[src/rtl/fifo_param_umbral_if.sv]
// Push/pop data handshake between the packet source and the threshold FIFO.
// master drives requests and write data; slave returns read data and its qualifier.
interface fifo_param_umbral_if #(
  parameter int DATA_WIDTH = 12
);
  logic                  push;
  logic                  pop;
  logic [DATA_WIDTH-1:0] data_in;
  logic [DATA_WIDTH-1:0] data_out;
  logic                  valid_out;

  modport master (
    output push, pop, data_in,
    input  data_out, valid_out
  );

  modport slave (
    input  push, pop, data_in,
    output data_out, valid_out
  );
endinterface

[src/rtl/fifo_param_umbral.sv]
// Parametrised FIFO with latched almost-full/almost-empty thresholds and a sticky error FSM.
// Defining FIFO_FWFT_EN selects first-word-fall-through; otherwise reads have 1-cycle latency.
module fifo_param_umbral #(
  parameter int DATA_WIDTH = 12,
  parameter int ADDR_WIDTH = 3
) (
  input  logic                  clk,
  input  logic                  reset,
  input  logic                  init,
  input  logic [ADDR_WIDTH:0]   umbral_superior,
  input  logic [ADDR_WIDTH:0]   umbral_inferior,
  fifo_param_umbral_if.slave    bus,
  output logic                  empty,
  output logic                  full,
  output logic                  almost_full,
  output logic                  almost_empty,
  output logic                  error,
  output logic [ADDR_WIDTH:0]   count,
  output logic [1:0]            fsm_state
);

  localparam int DEPTH = 2 ** ADDR_WIDTH;
  localparam logic [ADDR_WIDTH:0] CNT_ONE = 1;
  localparam logic [ADDR_WIDTH:0] DEPTH_C = (ADDR_WIDTH + 1)'(DEPTH);
  localparam logic [ADDR_WIDTH-1:0] PTR_ONE = 1;

  typedef enum logic [1:0] {
    S_INIT   = 2'd0,
    S_IDLE   = 2'd1,
    S_ACTIVE = 2'd2,
    S_ERROR  = 2'd3
  } state_t;

  state_t state, state_n;

  logic [DATA_WIDTH-1:0] mem [DEPTH];
  logic [ADDR_WIDTH-1:0] wr_ptr, rd_ptr, rd_ptr_n;
  logic [ADDR_WIDTH:0]   sup_q, inf_q, sup_n, inf_n;
  logic [ADDR_WIDTH:0]   cnt_n;
  logic                  do_wr, do_rd, err_n;

  assign fsm_state = state;

  always_comb begin
    state_n = state;
    sup_n   = sup_q;
    inf_n   = inf_q;
    err_n   = error;
    do_wr   = 1'b0;
    do_rd   = 1'b0;
    unique case (state)
      S_INIT: begin
        if (init) begin
          sup_n = umbral_superior;
          inf_n = umbral_inferior;
        end else begin
          state_n = S_IDLE;
        end
      end
      S_IDLE: begin
        if (init) begin
          sup_n   = umbral_superior;
          inf_n   = umbral_inferior;
          state_n = S_INIT;
        end else if (bus.pop) begin
          state_n = S_ERROR;
          err_n   = 1'b1;
        end else if (bus.push) begin
          do_wr   = 1'b1;
          state_n = S_ACTIVE;
        end
      end
      S_ACTIVE: begin
        // push+pop on a full FIFO is a legal swap; only a lone push overflows
        if (bus.push && !bus.pop && full) begin
          state_n = S_ERROR;
          err_n   = 1'b1;
        end else begin
          do_wr = bus.push;
          do_rd = bus.pop;
          if (bus.pop && !bus.push && count == CNT_ONE)
            state_n = S_IDLE;
        end
      end
      S_ERROR: state_n = S_ERROR;
      default: state_n = S_ERROR;
    endcase
  end

  always_comb begin
    cnt_n = count;
    if (do_wr && !do_rd)
      cnt_n = count + CNT_ONE;
    else if (do_rd && !do_wr)
      cnt_n = count - CNT_ONE;
  end

  assign rd_ptr_n = do_rd ? rd_ptr + PTR_ONE : rd_ptr;

  always_ff @(posedge clk) begin
    if (do_wr)
      mem[wr_ptr] <= bus.data_in;
  end

  always_ff @(posedge clk) begin
    if (reset) begin
      state         <= S_INIT;
      count         <= '0;
      wr_ptr        <= '0;
      rd_ptr        <= '0;
      sup_q         <= DEPTH_C - CNT_ONE;
      inf_q         <= CNT_ONE;
      error         <= 1'b0;
      empty         <= 1'b1;
      full          <= 1'b0;
      almost_full   <= 1'b0;
      almost_empty  <= 1'b1;
      bus.data_out  <= '0;
      bus.valid_out <= 1'b0;
    end else begin
      state        <= state_n;
      count        <= cnt_n;
      sup_q        <= sup_n;
      inf_q        <= inf_n;
      error        <= err_n;
      rd_ptr       <= rd_ptr_n;
      if (do_wr)
        wr_ptr <= wr_ptr + PTR_ONE;
      empty        <= (cnt_n == '0);
      full         <= (cnt_n == DEPTH_C);
      almost_full  <= (cnt_n >= sup_n);
      almost_empty <= (cnt_n <= inf_n);
`ifdef FIFO_FWFT_EN
      // a word written into an empty slot at the head bypasses the array
      if (do_wr && wr_ptr == rd_ptr_n)
        bus.data_out <= bus.data_in;
      else
        bus.data_out <= mem[rd_ptr_n];
      bus.valid_out <= (cnt_n != '0);
`else
      if (do_rd)
        bus.data_out <= mem[rd_ptr];
      bus.valid_out <= do_rd;
`endif
    end
  end

endmodule

[src/flat_wrapper.sv]
// flat-port wrapper written by rule: the top's interface ports become plain ports
module fifo_param_umbral_flat 
#(
  parameter int DATA_WIDTH = 12,
  parameter int ADDR_WIDTH = 3
)
  (clk, reset, init, umbral_superior, umbral_inferior, empty, full, almost_full, almost_empty, error, count, fsm_state, bus_push, bus_pop, bus_data_in, bus_data_out, bus_valid_out);
  fifo_param_umbral_if #(.DATA_WIDTH(DATA_WIDTH)) bus_i ();
  input  logic clk;
  input  logic reset;
  input  logic init;
  input  logic [ADDR_WIDTH:0] umbral_superior;
  input  logic [ADDR_WIDTH:0] umbral_inferior;
  output logic empty;
  output logic full;
  output logic almost_full;
  output logic almost_empty;
  output logic error;
  output logic [ADDR_WIDTH:0] count;
  output logic [1:0] fsm_state;
  input wire logic [$bits(bus_i.push)-1:0] bus_push;
  input wire logic [$bits(bus_i.pop)-1:0] bus_pop;
  input wire logic [$bits(bus_i.data_in)-1:0] bus_data_in;
  output wire logic [$bits(bus_i.data_out)-1:0] bus_data_out;
  output wire logic [$bits(bus_i.valid_out)-1:0] bus_valid_out;
  assign bus_i.push = bus_push;
  assign bus_i.pop = bus_pop;
  assign bus_i.data_in = bus_data_in;
  assign bus_data_out = bus_i.data_out;
  assign bus_valid_out = bus_i.valid_out;
  fifo_param_umbral #(.DATA_WIDTH(DATA_WIDTH), .ADDR_WIDTH(ADDR_WIDTH)) u_core (.clk(clk), .reset(reset), .init(init), .umbral_superior(umbral_superior), .umbral_inferior(umbral_inferior), .bus(bus_i), .empty(empty), .full(full), .almost_full(almost_full), .almost_empty(almost_empty), .error(error), .count(count), .fsm_state(fsm_state));
endmodule
[config.mk]
export PLATFORM = sky130hd
export DESIGN_NAME = fifo_param_umbral_flat
export DESIGN_NICKNAME = d
export VERILOG_FILES = /design/src/rtl/fifo_param_umbral_if.sv /design/src/rtl/fifo_param_umbral.sv /design/src/flat_wrapper.sv
export SDC_FILE = /design/constraint.sdc
export NUM_CORES = 1
export LEC_CHECK = 0
export ABC_CLOCK_PERIOD_IN_PS = 4200
export CAP_MARGIN = 20
export CORE_MARGIN = 4
export CORE_UTILIZATION = 35
export CTS_BUF_LIST = sky130_fd_sc_hd__clkbuf_8
export CTS_CLUSTER_DIAMETER = 100
export DETAILED_ROUTE_END_ITERATION = 7
export SETUP_SLACK_MARGIN = 0.3
export SLEW_MARGIN = 20
export SYNTH_ARGS = -nofsm -noshare
export SYNTH_HDL_FRONTEND = slang
export SYNTH_SLANG_ARGS = --single-unit
[constraint.sdc]
create_clock -name clk -period 4.2 [get_ports clk]
set_input_delay 1.05 -clock clk [delete_from_list [all_inputs] [get_ports clk]]
set_output_delay 1.05 -clock clk [all_outputs]
set_load 0.05 [all_outputs]
---- Word-level counts from Yosys, hierarchy flattened ----
Memories as Yosys holds them, arrays and structs flattened. A register that Yosys moved wholly into a read port is not among the register bits.
Index checks and enable logic that the tools add are counted.
storage, ports and cells
  flip-flop bits (word level) ............. 26
  latch bits .............................. 0
  RAM bits ................................ 96
  memory bits (read-only) ................. 0
  input port bits ......................... 25
  output and inout bits ................... 24
  word-level logic and storage cells ...... 72
  memories ................................ 1
memories
  name        words  width  rd ports  clocked after Yosys merged registers in  wr ports  line                     RTL
  u_core.mem  8      12     1         1                                        1         fifo_param_umbral.sv:36  logic [DATA_WIDTH-1:0] mem [DEPTH];
operators by class
  add/sub/neg operators ................... 4
  multiply operators ...................... 0
  divide/modulo/power cells ............... 0
  magnitude comparators ................... 2
  eq/ne operators ......................... 11
  shift-type cells ........................ 0
  multiplexer cells ....................... 26
  bitwise logic cells ..................... 0
  reduce and logical (&&, ||, !) cells .... 16
operators with widths
  cell                 count
  $mux 4               6
  $mux 2               6
  $mux 1               11
  $pmux 2 s4           1
  $add 3x1->3 const B  2
  $logic_and 1x1->1    6
  $ne 2x2->1 const B   3
  $add 4x1->4 const B  1
  $eq 2x2->1 const B   2
  $eq 4x1->1 const B   1
  $eq 4x4->1 const B   1
  $ge 4x4->1           1
  $le 4x4->1           1
  $logic_not 1->1      4
  $logic_not 4->1      1
  $ne 4x4->1 const B   1
  $pmux 1 s2           2
  $reduce_and 4->1     1
  $sub 4x1->4 const B  1
  $ne 3x1->1 const B   1
  $reduce_and 3->1     1
  $eq 2x1->1 const B   1
  $logic_not 2->1      1
  $ne 2x1->1 const B   1
  2 further kinds      2

---- Depth between registers and ports, before layout ----
Gate-level depths: netlist (run 1).
  word-level depth ........................ 10
  depth in mapped cells ................... 14
  gate-level depth less buffers ........... 12

---- Worst setup path before layout (run 1) ----
No wires, ideal clock.
  kind .................................... input-to-reg
  start point ............................. input port init
  end point ............................... memory u_core.mem[0][0], enable pin
  data arrival time ....................... 2.866 ns
  setup slack ............................. 0.922 ns
  stages .................................. 4
  path buffers ............................ 0
  path through ............................ nand2b_1 > a2bb2oi_1 > or2_2 > nor4_1
between the ends
  word-level cells in the longest chain between the ends .. 4
ends and longest elaborated chain
  what                          line                      RTL
  start, declared               flat_wrapper.sv:11        input logic init;
  $mux 1                        fifo_param_umbral.sv:61   if (init) begin
  $pmux 1 s2                    fifo_param_umbral.sv:51   unique case (state)
  $mux 1                        fifo_param_umbral.sv:101  if (do_wr)
  $mux 1 (not written as such)  fifo_param_umbral.sv:102  mem[wr_ptr] <= bus.data_in;
  end, declared                 fifo_param_umbral.sv:36
Every way passes these cells.

---- Final worst setup path (run 1) ----
  start point ............................. input port bus_pop
  end point ............................... register u_core.almost_empty
between the ends
  word-level cells in the longest chain between the ends .. 10
  elaborated cells on any way between the ends .. 16
ends and longest elaborated chain
  what                            line                      RTL
  start, declared                 flat_wrapper.sv:22        input wire logic [$bits(bus_i.pop)-1:0] bus_pop;
  $logic_not 1->1                 fifo_param_umbral.sv:75   if (bus.push && !bus.pop && full) begin
  $logic_and 1x1->1 (2 in a row)  fifo_param_umbral.sv:75
  $mux 1                          fifo_param_umbral.sv:75
  $pmux 1 s2                      fifo_param_umbral.sv:51
  $logic_not 1->1                 fifo_param_umbral.sv:94   else if (do_rd && !do_wr)
  $logic_and 1x1->1               fifo_param_umbral.sv:94
  $mux 4                          fifo_param_umbral.sv:94
  $mux 4 *                        fifo_param_umbral.sv:92   if (do_wr && !do_rd)
  via u_core.cnt_n[3]             fifo_param_umbral.sv:39   logic [ADDR_WIDTH:0] cnt_n;
  $le 4x4->1 *                    fifo_param_umbral.sv:132  almost_empty <= (cnt_n <= inf_n);
  end signal, assigned            fifo_param_umbral.sv:132
  end, declared                   fifo_param_umbral.sv:16   output logic almost_empty,
Mark *: on every way through the listed nets, which the timed path passes. The rest lies on a longest branch.
A chain may end at the register's enable or synchronous reset.

==> run_results.csv, run 1 <==
group,metric,value,unit
power_and_ir_drop,vdd_drop_max,242,µV
worst_setup_path,critPathSlowestCell,"clkdlybuf4s50_1",
place,dp_slack,0.553,ns
sta,relSlewSlack,0.364,
routing,drc,0,
place,dp_cells,608,
clock_network,cts_htree_levels,4,
sta,fmax,0.309,GHz
routing,ant_nets,0,
power_and_ir_drop,p_switching,567,µW
yosys,async_flop_share,0,
power_and_ir_drop,total_power,2.58,mW
floorplanning,die_w,133,µm
finish,mostFrequentLayoutCells,"edfxtp_1 (96), clkdlybuf4s50_1 (48), nor2_1 (38), dfxtp_1 (38), mux4_2 (24)",
clock_network,post_cts_buffers,0,
worst_setup_path,crit_type,"in -> reg",
worst_setup_path,start_kind,"primary input",
floorplanning,die_area,0.0177,mm²
hold_path,whs_endpoint,"u_core.rd_ptr[1]",
routing,drt-pass1-iter-count,4,
worst_setup_path,cp_max_fo,9,
floorplanning,fp-row-count,45,
clock_network,cts_resized,0,
worst_setup_path,slowest_delay,0.55,ns
hold_path,hold_depth,2,
finish,instances_no_fill,639,
power_and_ir_drop,power.share.switching,0.220,
clock_network,cts_sinks,134,
worst_setup_path,worst_path_most_repeated_cell,"o21ai_0",
yosys,synth_edf_count,96,
routing,vias,3154,
sta,post-route-min-period,3.24,ns
finish,diodes,0,
yosys,ys_ff_latch,134,
power_and_ir_drop,seqPwrFrac,0.555,
power_and_ir_drop,power_density,390,mW/mm²
power_and_ir_drop,pwr-share-comb,0.064,
sta,rsz0062_at_grt,"no",
floorplanning,initial_utilization,0.358,
finish,syn_to_final_growth,21.4,%
place,place_area,0.00626,mm²
floorplanning,core,0.0153,mm²
routing,drtIter0Drc,169,
clock_network,clk_path_buf_depth,2,
floorplanning,num_io_pins,49,
clock_network,path_clk_slew,0.07,ns
clock_network,cts_root_buffer,"clkbuf_8",
sta,setup_violations,0,
yosys,synthTopCellsByArea,"edfxtp_1 (53%), dfxtp_1 (14%), mux4_2 (9.9%)",
grt,gr-total-overflow,0,
worst_setup_path,critPathArrivalTime,3.56,ns
grt,grt_pass1_vias,3236,
routing,wl_per_cell,17.0,µm
sta,worst_pin_slew,0.953,ns
worst_setup_path,cp_num_buf_inv,2,
worst_setup_path,crit_family,"compound AO/OA/AOI/OAI gates",
finish,nNetsFinal,454,
yosys,synth_top_area_cell,"edfxtp_1",
grt,grt_usage,0.132,
routing,drt_wl_total,10.9,mm
yosys,ys.flop_type,"edfxtp_1",
finish,layout_commonest_cell,"edfxtp_1",
power_and_ir_drop,p_leak,2.19,nW
sta,fin_setup_tns,0,ns
yosys,ys_warn_count,0,
grt,antenna_found_initial,0,
grt,grt_pass1_wl,17.5,mm
worst_setup_path,timing.rr.start,"u_core.fsm_state[0]",
power_and_ir_drop,clockPowerShare,0.381,
finish,nFillCells,1367,
worst_setup_path,cp-end-kind,"register",
sta,setup_ws,0.961,ns
outcome,status,"finished clean",
hold_path,hp-class,"reg -> reg",
floorplanning,die_h,133,µm
routing,vias_per_cell,4.94,
sta,skew,0.00817,ns
clock_network,cts_buffers,17,
clock_network,cts_tree,"yes",
grt,grt_max_degree,30,
yosys,syn_nets,390,
yosys,netlist_area,0.00546,mm²
finish,final_util,0.434,
worst_setup_path,crit_chain,"clkdlybuf4s50_1 -> and3b_1 -> o21ai_1 -> o22ai_1 -> xnor2_1 -> inv_1 -> ha_1 -> o21ai_0 -> a21oi_1 -> o21ai_0 -> a221o_1",
flow_run,cap_violations,0,
yosys,synth-seq-area-share,0.667,
sta,final-max-slew-violation-count,0,
power_and_ir_drop,internal_power,2.02,mW
sta,fin_crit_sh,0.771,
yosys,syn_inst,352,
hold_path,hp-start,"u_core.rd_ptr[1]",
yosys,syn_avg_cell_area,15.5,µm²
place,gp_congestion,0.815,
finish,stdcell_area,0.00663,mm²
yosys,yosysUniqueCellTypes,50,
worst_setup_path,rr_endpoint,"u_core.almost_empty",
clock_network,clock_latency,0.43,ns
clock_network,holdBufCountCts,0,
worst_setup_path,rrSetupSlack,1.35,ns
worst_setup_path,reg2regPathDepth,12,
worst_setup_path,critPathRequiredTime,4.52,ns
finish,drive_gt1_frac,0.189,
place,portBuffers,48,
sta,hold_viol,0,
sta,whs,0.463,ns
place,dp_hpwl,6.93,mm
yosys,synth_top_area_share,0.528,
-- power groups by stage --
stage / combinational, mW / clock [mW] / sequential (mW)
CTS: 0.167 / 1.02 / 1.43
global route: 0.181 / 1.08 / 1.44
floorplan: 0.0785 / 0 / 1.48
detailed placement: 0.166 / 0 / 1.46
global placement: 0.161 / 0 / 1.46
finish: 0.165 / 0.985 / 1.43
-- worst max-delay path by stage --
| stage | start | end | slack (ns) | cells past startpoint |
|---|---|---|---|---|
| finish | bus_pop | u_core.almost_empty | 0.96 | 11 |
| global route | bus_pop | u_core.almost_empty | 0.78 | 11 |
| CTS | bus_pop | u_core.almost_empty | 1.03 | 11 |
| detailed placement | bus_pop | u_core.almost_empty | 0.55 | 11 |
| global placement | bus_pop | u_core.almost_empty | 0.62 | 11 |
| floorplan | init | u_core.mem[0][0] | 0.92 | 4 |
-- cell usage after synthesis, types with 2 or more instances --
cell	n
o21ai_0	4
nand3_1	2
buf_2	5
mux4_2	24
mux2i_1	20
o31ai_1	2
a211oi_1	14
nand2b_1	3
ha_1	13
nand2_1	22
nor3_1	6
nor2_1	38
o22ai_1	2
clkbuf_1	9
edfxtp_1	96
a21oi_1	8
xor2_1	3
nor4_1	2
inv_1	7
dfxtp_1	38
a32oi_1	2
xnor2_1	4
-- routing by layer --
| metal | routed length (µm) | track usage | part of all wire |
|---|---|---|---|
| met1 | 4890 | 0.168 | 0.45 |
| met2 | 5210 | 0.209 | 0.48 |
| met3 | 591 | 0.0414 | 0.054 |
| met4 | 185 | 0.0531 | 0.017 |
| met5 | 0 | 0 | 0 |
-- final cells by class --
| class | instances | area [µm²] | area share |
|---|---|---|---|
| Clock buffer | 21 | 289 | 0.0436 |
| Clock inverter | 10 | 83.8 | 0.0126 |
| Inverter | 7 | 26.3 | 0.00396 |
| Multi-Input combinational cell | 194 | 1740 | 0.262 |
| Sequential cell | 134 | 3640 | 0.550 |
| Tap cell | 211 | 264 | 0.0398 |
| Timing Repair Buffer | 62 | 586 | 0.0883 |
-- flip-flops by register name (all words and copies together) (netlist names) --
register	flops
u_core.almost_empty	1
u_core.almost_full	1
u_core.bus.data_out	12
u_core.bus.valid_out	1
u_core.count	4
u_core.empty	1
u_core.error	1
u_core.fsm_state	2
u_core.full	1
u_core.inf_q	4
u_core.mem	96
u_core.rd_ptr	3
u_core.sup_q	4
u_core.wr_ptr	3
-- kinds of logic after synthesis --
kind of cell / share of synthesized area
xor gates and xnor gates: 0.0142
muxes: 0.136
AOI/OAI and AO/OA: 0.0601
buffers and inverters: 0.0193
adders and majority gates: 0.0298
and+or+nand+nor: 0.0736
DFF: 0.667
-- worst register-to-register path, stage by stage (launching register included) --
cell and delay, ns:
dfxtp_1 0.39, inv_1 0.10, ha_1 0.32, nor2b_2 0.22
o21ai_1 0.21, o22ai_1 0.14, xnor2_1 0.23, inv_1 0.12
ha_1 0.32, o21ai_0 0.10, a21oi_1 0.12, o21ai_0 0.09
a221o_1 0.35
Power figures use the tool's default switching activity.
==> run 2, diff against run 1 <==
- ABC_CLOCK_PERIOD_IN_PS: 4200 -> 2800
- clock period: 4.2 -> 2.8 ns (I/O delays scaled with it)
==> run_results.csv, run 2 (synthesis gave the netlist of run 1 again) <==
group,metric,value,unit
clock_network,cts_tree,"yes",
worst_setup_path,critPathRequiredTime,3.13,ns
finish,layout_commonest_cell,"edfxtp_1",
clock_network,clk_path_buf_depth,2,
routing,drt_wl_total,11.0,mm
floorplanning,die_w,133,µm
worst_setup_path,cp-end-kind,"register",
clock_network,cts_buffers,17,
grt,grt_pass1_wl,17.6,mm
finish,stdcell_area,0.00704,mm²
routing,wl_met1,4.93,mm
finish,reg_top3,"u_core.mem (96), u_core.bus.data_out (12)",
worst_setup_path,start_kind,"primary input",
worst_setup_path,rr_endpoint,"u_core.almost_empty",
floorplanning,fp-row-count,45,
routing,ant_nets,0,
hold_path,whs_endpoint,"u_core.sup_q[1]",
finish,largest_reg_flops,96,
routing,drtIter0Drc,168,
worst_setup_path,cp_max_fo,3,
power_and_ir_drop,total_power,4.05,mW
hold_path,hold_depth,2,
routing,wl_per_cell,16.6,µm
power_and_ir_drop,vdd_drop_max,417,µV
power_and_ir_drop,p_leak,2.40,nW
routing,topRoutingLayerUsed,"met4",
grt,grt_max_degree,28,
place,place_area,0.00656,mm²
worst_setup_path,critPathArrivalTime,2.78,ns
power_and_ir_drop,pwr-share-comb,0.071,
sta,rsz0062_at_grt,"yes",
clock_network,cts_sinks,134,
finish,drive_gt1_frac,0.279,
routing,drc,0,
routing,wl_met3,580,µm
routing,vias,3182,
floorplanning,die_h,133,µm
finish,nNetsFinal,477,
floorplanning,initial_utilization,0.358,
clock_network,holdBufCountCts,0,
floorplanning,die_area,0.0177,mm²
finish,diodes,0,
routing,drt-pass1-iter-count,4,
sta,fmax,0.409,GHz
hold_path,hp-start,"u_core.sup_q[1]",
power_and_ir_drop,clockPowerShare,0.398,
sta,final-max-slew-violation-count,0,
sta,setup_violations,0,
power_and_ir_drop,power.share.switching,0.230,
grt,gr-total-overflow,0,
worst_setup_path,crit_type,"in -> reg",
outcome,status,"finished clean",
power_and_ir_drop,seqPwrFrac,0.531,
routing,route.met2.wl,5.43,mm
sta,skew,0.0162,ns
place,portBuffers,48,
worst_setup_path,timing.rr.start,"u_core.fsm_state[1]",
sta,hold_viol,0,
power_and_ir_drop,power_density,576,mW/mm²
clock_network,clock_latency,0.44,ns
power_and_ir_drop,internal_power,3.12,mW
flow_run,cap_violations,0,
floorplanning,core,0.0153,mm²
floorplanning,num_io_pins,49,
clock_network,cts_root_buffer,"clkbuf_8",
sta,relSlewSlack,0.538,
finish,mostFrequentLayoutCells,"edfxtp_1 (96), clkdlybuf4s50_1 (42), nor2_1 (37)",
grt,grt_pass1_vias,3239,
worst_setup_path,reg2regPathDepth,12,
clock_network,path_clk_slew,0.08,ns
sta,fin_crit_sh,0.874,
hold_path,hp-class,"reg -> reg",
place,dp_hpwl,7.00,mm
sta,worst_pin_slew,0.692,ns
finish,largest-register,"u_core.mem",
sta,post-route-min-period,2.45,ns
grt,antenna_found_initial,0,
worst_setup_path,rrSetupSlack,0.36,ns
power_and_ir_drop,p_switching,933,µW
finish,final_util,0.461,
finish,syn_to_final_growth,29.0,%
clock_network,cts_htree_levels,4,
place,gp_congestion,0.859,
grt,grt_usage,0.131,
routing,vias_per_cell,4.80,
==> run 2: changes by cell type in the layout (fill, tap and decap cells not counted), sizes merged <==
cell / previous run / this run
dlymetal6s2s: 0 / 4
clkinvlp: 2 / 3
clkdlybuf4s50: 48 / 42
clkinv: 4 / 5
clkbuf: 21 / 19
bufinv: 1 / 2
dlygate4sd2: 0 / 2
buf: 14 / 37
==> run 2: how the worst max path moves through the flow <==
| stage | start | end | slack (ns) | cells past startpoint |
|---|---|---|---|---|
| CTS | u_core.count[2] | count[2] | 0.30 | 1 |
| floorplan | u_core.fsm_state[0] | u_core.almost_empty | 0.33 | 14 |
| finish | init | u_core.almost_empty | 0.35 | 10 |
| global placement | init | u_core.almost_empty | -0.11 | 11 |
| global route | u_core.count[1] | u_core.almost_empty | 0.26 | 10 |
| detailed placement | init | u_core.almost_empty | -0.17 | 11 |
==> run 2: cell type report <==
cell class	instances	area [µm²]
clock buffers	19	262
clock inverters	13	145
fillers	1340	8220
inverters	7	28.8
multi-input cells	194	1830
flip-flops and latches	134	3650
well taps	211	264
repair buffers	85	853
==> run 2: worst max-delay path, cell delays in order <==
cell and delay [ns]:
clkdlybuf4s50_1 0.47, and2b_4 0.21, o21a_4 0.23, a211oi_4 0.22
nor2_2 0.08, ha_1 0.31, o21ai_1 0.07, a21oi_1 0.10
o21ai_1 0.08, a221o_1 0.32
==> run 2: per-layer routing <==
metal / global-route usage / up-vias
li1: - / 1519
met1: 0.167 / 1588
met2: 0.209 / 67
met3: 0.0471 / 8
met4: 0.0404 / 0
met5: 0 / -
==> run 2: power by group through the flow <==
stage | clock network [mW] | logic (mW) | registers, mW
final | 1.61 | 0.287 | 2.15
after detailed placement | 0 | 0.274 | 2.20
after floorplan | 0 | 0.128 | 2.23
after global placement | 0 | 0.269 | 2.20
after global routing | 1.76 | 0.312 | 2.16
after CTS | 1.67 | 0.275 | 2.15
==> run 2: metrics by stage <==
step / worst slack [ns] / hold WS, ns / TNS [ns] / instances
after floorplan: 0.326 / 0.442 / 0 / 352
after global placement: -0.106 / 0.458 / -0.133 / 627
after detailed placement: -0.169 / 0.478 / -0.234 / 627
after CTS: 0.304 / 0.497 / 0 / 659
after global routing: 0.260 / 0.528 / 0 / 663
final: 0.354 / 0.490 / 0 / 663
==> run 2: what timing repair did <==
item,CTS,global route
buffers inserted,0,4
gates resized for setup,2,11
setup endpoints to repair,2,4
cloned,0,0
pin swaps,0,7
endpoints found under the hold margin,0,0
==> run 3, diff against run 2 <==
- CELL_PAD_IN_SITES_DETAIL_PLACEMENT: unset -> 1
- CELL_PAD_IN_SITES_GLOBAL_PLACEMENT: unset -> 2
- PLACE_DENSITY_LB_ADDON: unset -> 0.1
==> run_results.csv, run 3 (synthesis gave the netlist of run 1 again) <==
group,metric,value,unit
outcome,status,"finished clean",
routing,wl_per_cell,18.2,µm
sta,worst_pin_slew,0.816,ns
finish,diodes,0,
clock_network,clock_latency,0.43,ns
grt,grt_max_degree,28,
flow_run,cap_violations,0,
finish,stdcell_area,0.00711,mm²
hold_path,hp-class,"reg -> reg",
sta,fmax,0.409,GHz
floorplanning,die_area,0.0177,mm²
finish,largest_reg_flops,96,
grt,grt_usage,0.145,
clock_network,cts_root_buffer,"clkbuf_8",
finish,multiInputGateArea,0.00184,mm²
sta,rsz0062_at_grt,"yes",
grt,grt.busiest_layer,"met2",
floorplanning,die_w,133,µm
finish,nNetsFinal,483,
finish,reg_top3,"u_core.mem (96), u_core.bus.data_out (12)",
floorplanning,num_io_pins,49,
power_and_ir_drop,vdd_drop_max,343,µV
place,gp_congestion,0.733,
worst_setup_path,critPathRequiredTime,3.11,ns
finish,largest-register,"u_core.mem",
sta,setup_violations,0,
sta,skew,0.00816,ns
worst_setup_path,cp_max_fo,4,
place,place_area,0.00661,mm²
grt,grt_util_met2,0.248,
power_and_ir_drop,total_power,4.09,mW
finish,mostFrequentLayoutCells,"edfxtp_1 (96), clkdlybuf4s50_1 (43), nor2_1 (37)",
floorplanning,die_h,133,µm
power_and_ir_drop,power_density,576,mW/mm²
floorplanning,core,0.0153,mm²
finish,regArea,0.00365,mm²
worst_setup_path,cp-end-kind,"register",
finish,nFillCells,1501,
clock_network,cts_tree,"yes",
sta,post-route-min-period,2.44,ns
clock_network,clk_path_buf_depth,2,
finish,syn_to_final_growth,30.2,%
finish,instances_no_fill,669,
clock_network,holdBufCountCts,0,
clock_network,cts_buffers,17,
sta,final-max-slew-violation-count,0,
floorplanning,fp-row-count,45,
finish,drive_gt1_frac,0.284,
grt,grt_pass1_vias,3559,
place,dp_hpwl,8.25,mm
routing,drc,0,
worst_setup_path,crit_type,"reg -> reg",
grt,gr-total-overflow,0,
sta,setup_ws,0.358,ns
grt,grt_pass1_wl,19.6,mm
routing,vias_per_cell,4.82,
sta,hold_viol,0,
place,dp_cells,633,
grt,grt_use_met3,0.0369,
clock_network,cts_sinks,134,
grt,use_met1,0.179,
place,dp_slack,-0.219,ns
clock_network,path_clk_slew,0.07,ns
routing,ant_nets,0,
power_and_ir_drop,p_leak,2.43,nW
sta,fin_setup_tns,0,ns
routing,drtIter0Drc,154,
routing,drt-pass1-iter-count,4,
clock_network,cts_htree_levels,4,
worst_setup_path,critPathArrivalTime,2.75,ns
sta,fin_crit_sh,0.872,
routing,vias,3224,
grt,antenna_found_initial,0,
floorplanning,initial_utilization,0.358,
place,portBuffers,48,
sta,relSlewSlack,0.455,
routing,drt_wl_total,12.2,mm
worst_setup_path,start_kind,"register",
finish,layout_commonest_cell,"edfxtp_1",
## run 3: changes by cell type in the layout (fill, tap and decap cells not counted), moves of 2 or more
cell / change
inv_1: +3
dlymetal6s2s_1: -2
clkinv_4: -2
buf_4: +5
inv_6: -3
## run 3: worst paths after layout
path | slack, ns | depth (start not counted) | startpoint | endpoint
max | 0.36 | 12 | u_core.fsm_state[1] | u_core.almost_empty
min | 0.47 | 2 | u_core.error | u_core.error
max reg2reg | 0.36 | 12 | u_core.fsm_state[1] | u_core.almost_empty
min reg2reg | 0.47 | 2 | u_core.error | u_core.error
## run 3: where the power goes
part / leakage (nW) / internal, mW / switching [mW]
clock network: 0.217 / 0.936 / 0.704
registers: 1.17 / 2.14 / 0.0130
logic: 1.04 / 0.140 / 0.159
## run 3: routing by layer
layer  wire length (µm)  up-vias  share of wire
li1                   -     1533              -
met1               5390     1627           0.44
met2               6260       52           0.51
met3                374       12          0.031
met4                162        0          0.013
met5                  0        -              0
## run 3: worst max-delay path: stages (launching register included)
cell and delay [ns]:
dfxtp_4 0.39, inv_4 0.05, ha_4 0.26, and3b_2 0.24
o21ai_4 0.08, o22ai_2 0.21, xnor2_2 0.16, inv_2 0.07
ha_4 0.28, o21ai_2 0.05, a21oi_2 0.10, o21ai_1 0.08
a221o_1 0.35
## run 3: cell type report
| class | instances | share of cell area |
|---|---|---|
| flip-flops and latches | 134 | 0.514 |
| repair buffers | 91 | 0.127 |
| well taps | 211 | 0.0371 |
| multi-input cells | 194 | 0.259 |
| clock inverters | 12 | 0.0194 |
| clock buffers | 20 | 0.0387 |
| inverters | 7 | 0.00440 |
## run 3: metrics by stage
step	utilization	hold slack, ns
floorplan	-	0.442
global placement	0.433	0.454
detailed placement	0.433	0.464
CTS	0.460	0.482
global route	0.466	0.501
finish	0.466	0.474
## run 3: what timing repair did
item                       in CTS  in global routing
buffers inserted                0                  4
pin swaps                       1                 10
cloned                          0                  0
resized for setup               3                 15
setup endpoints to repair       2                  4
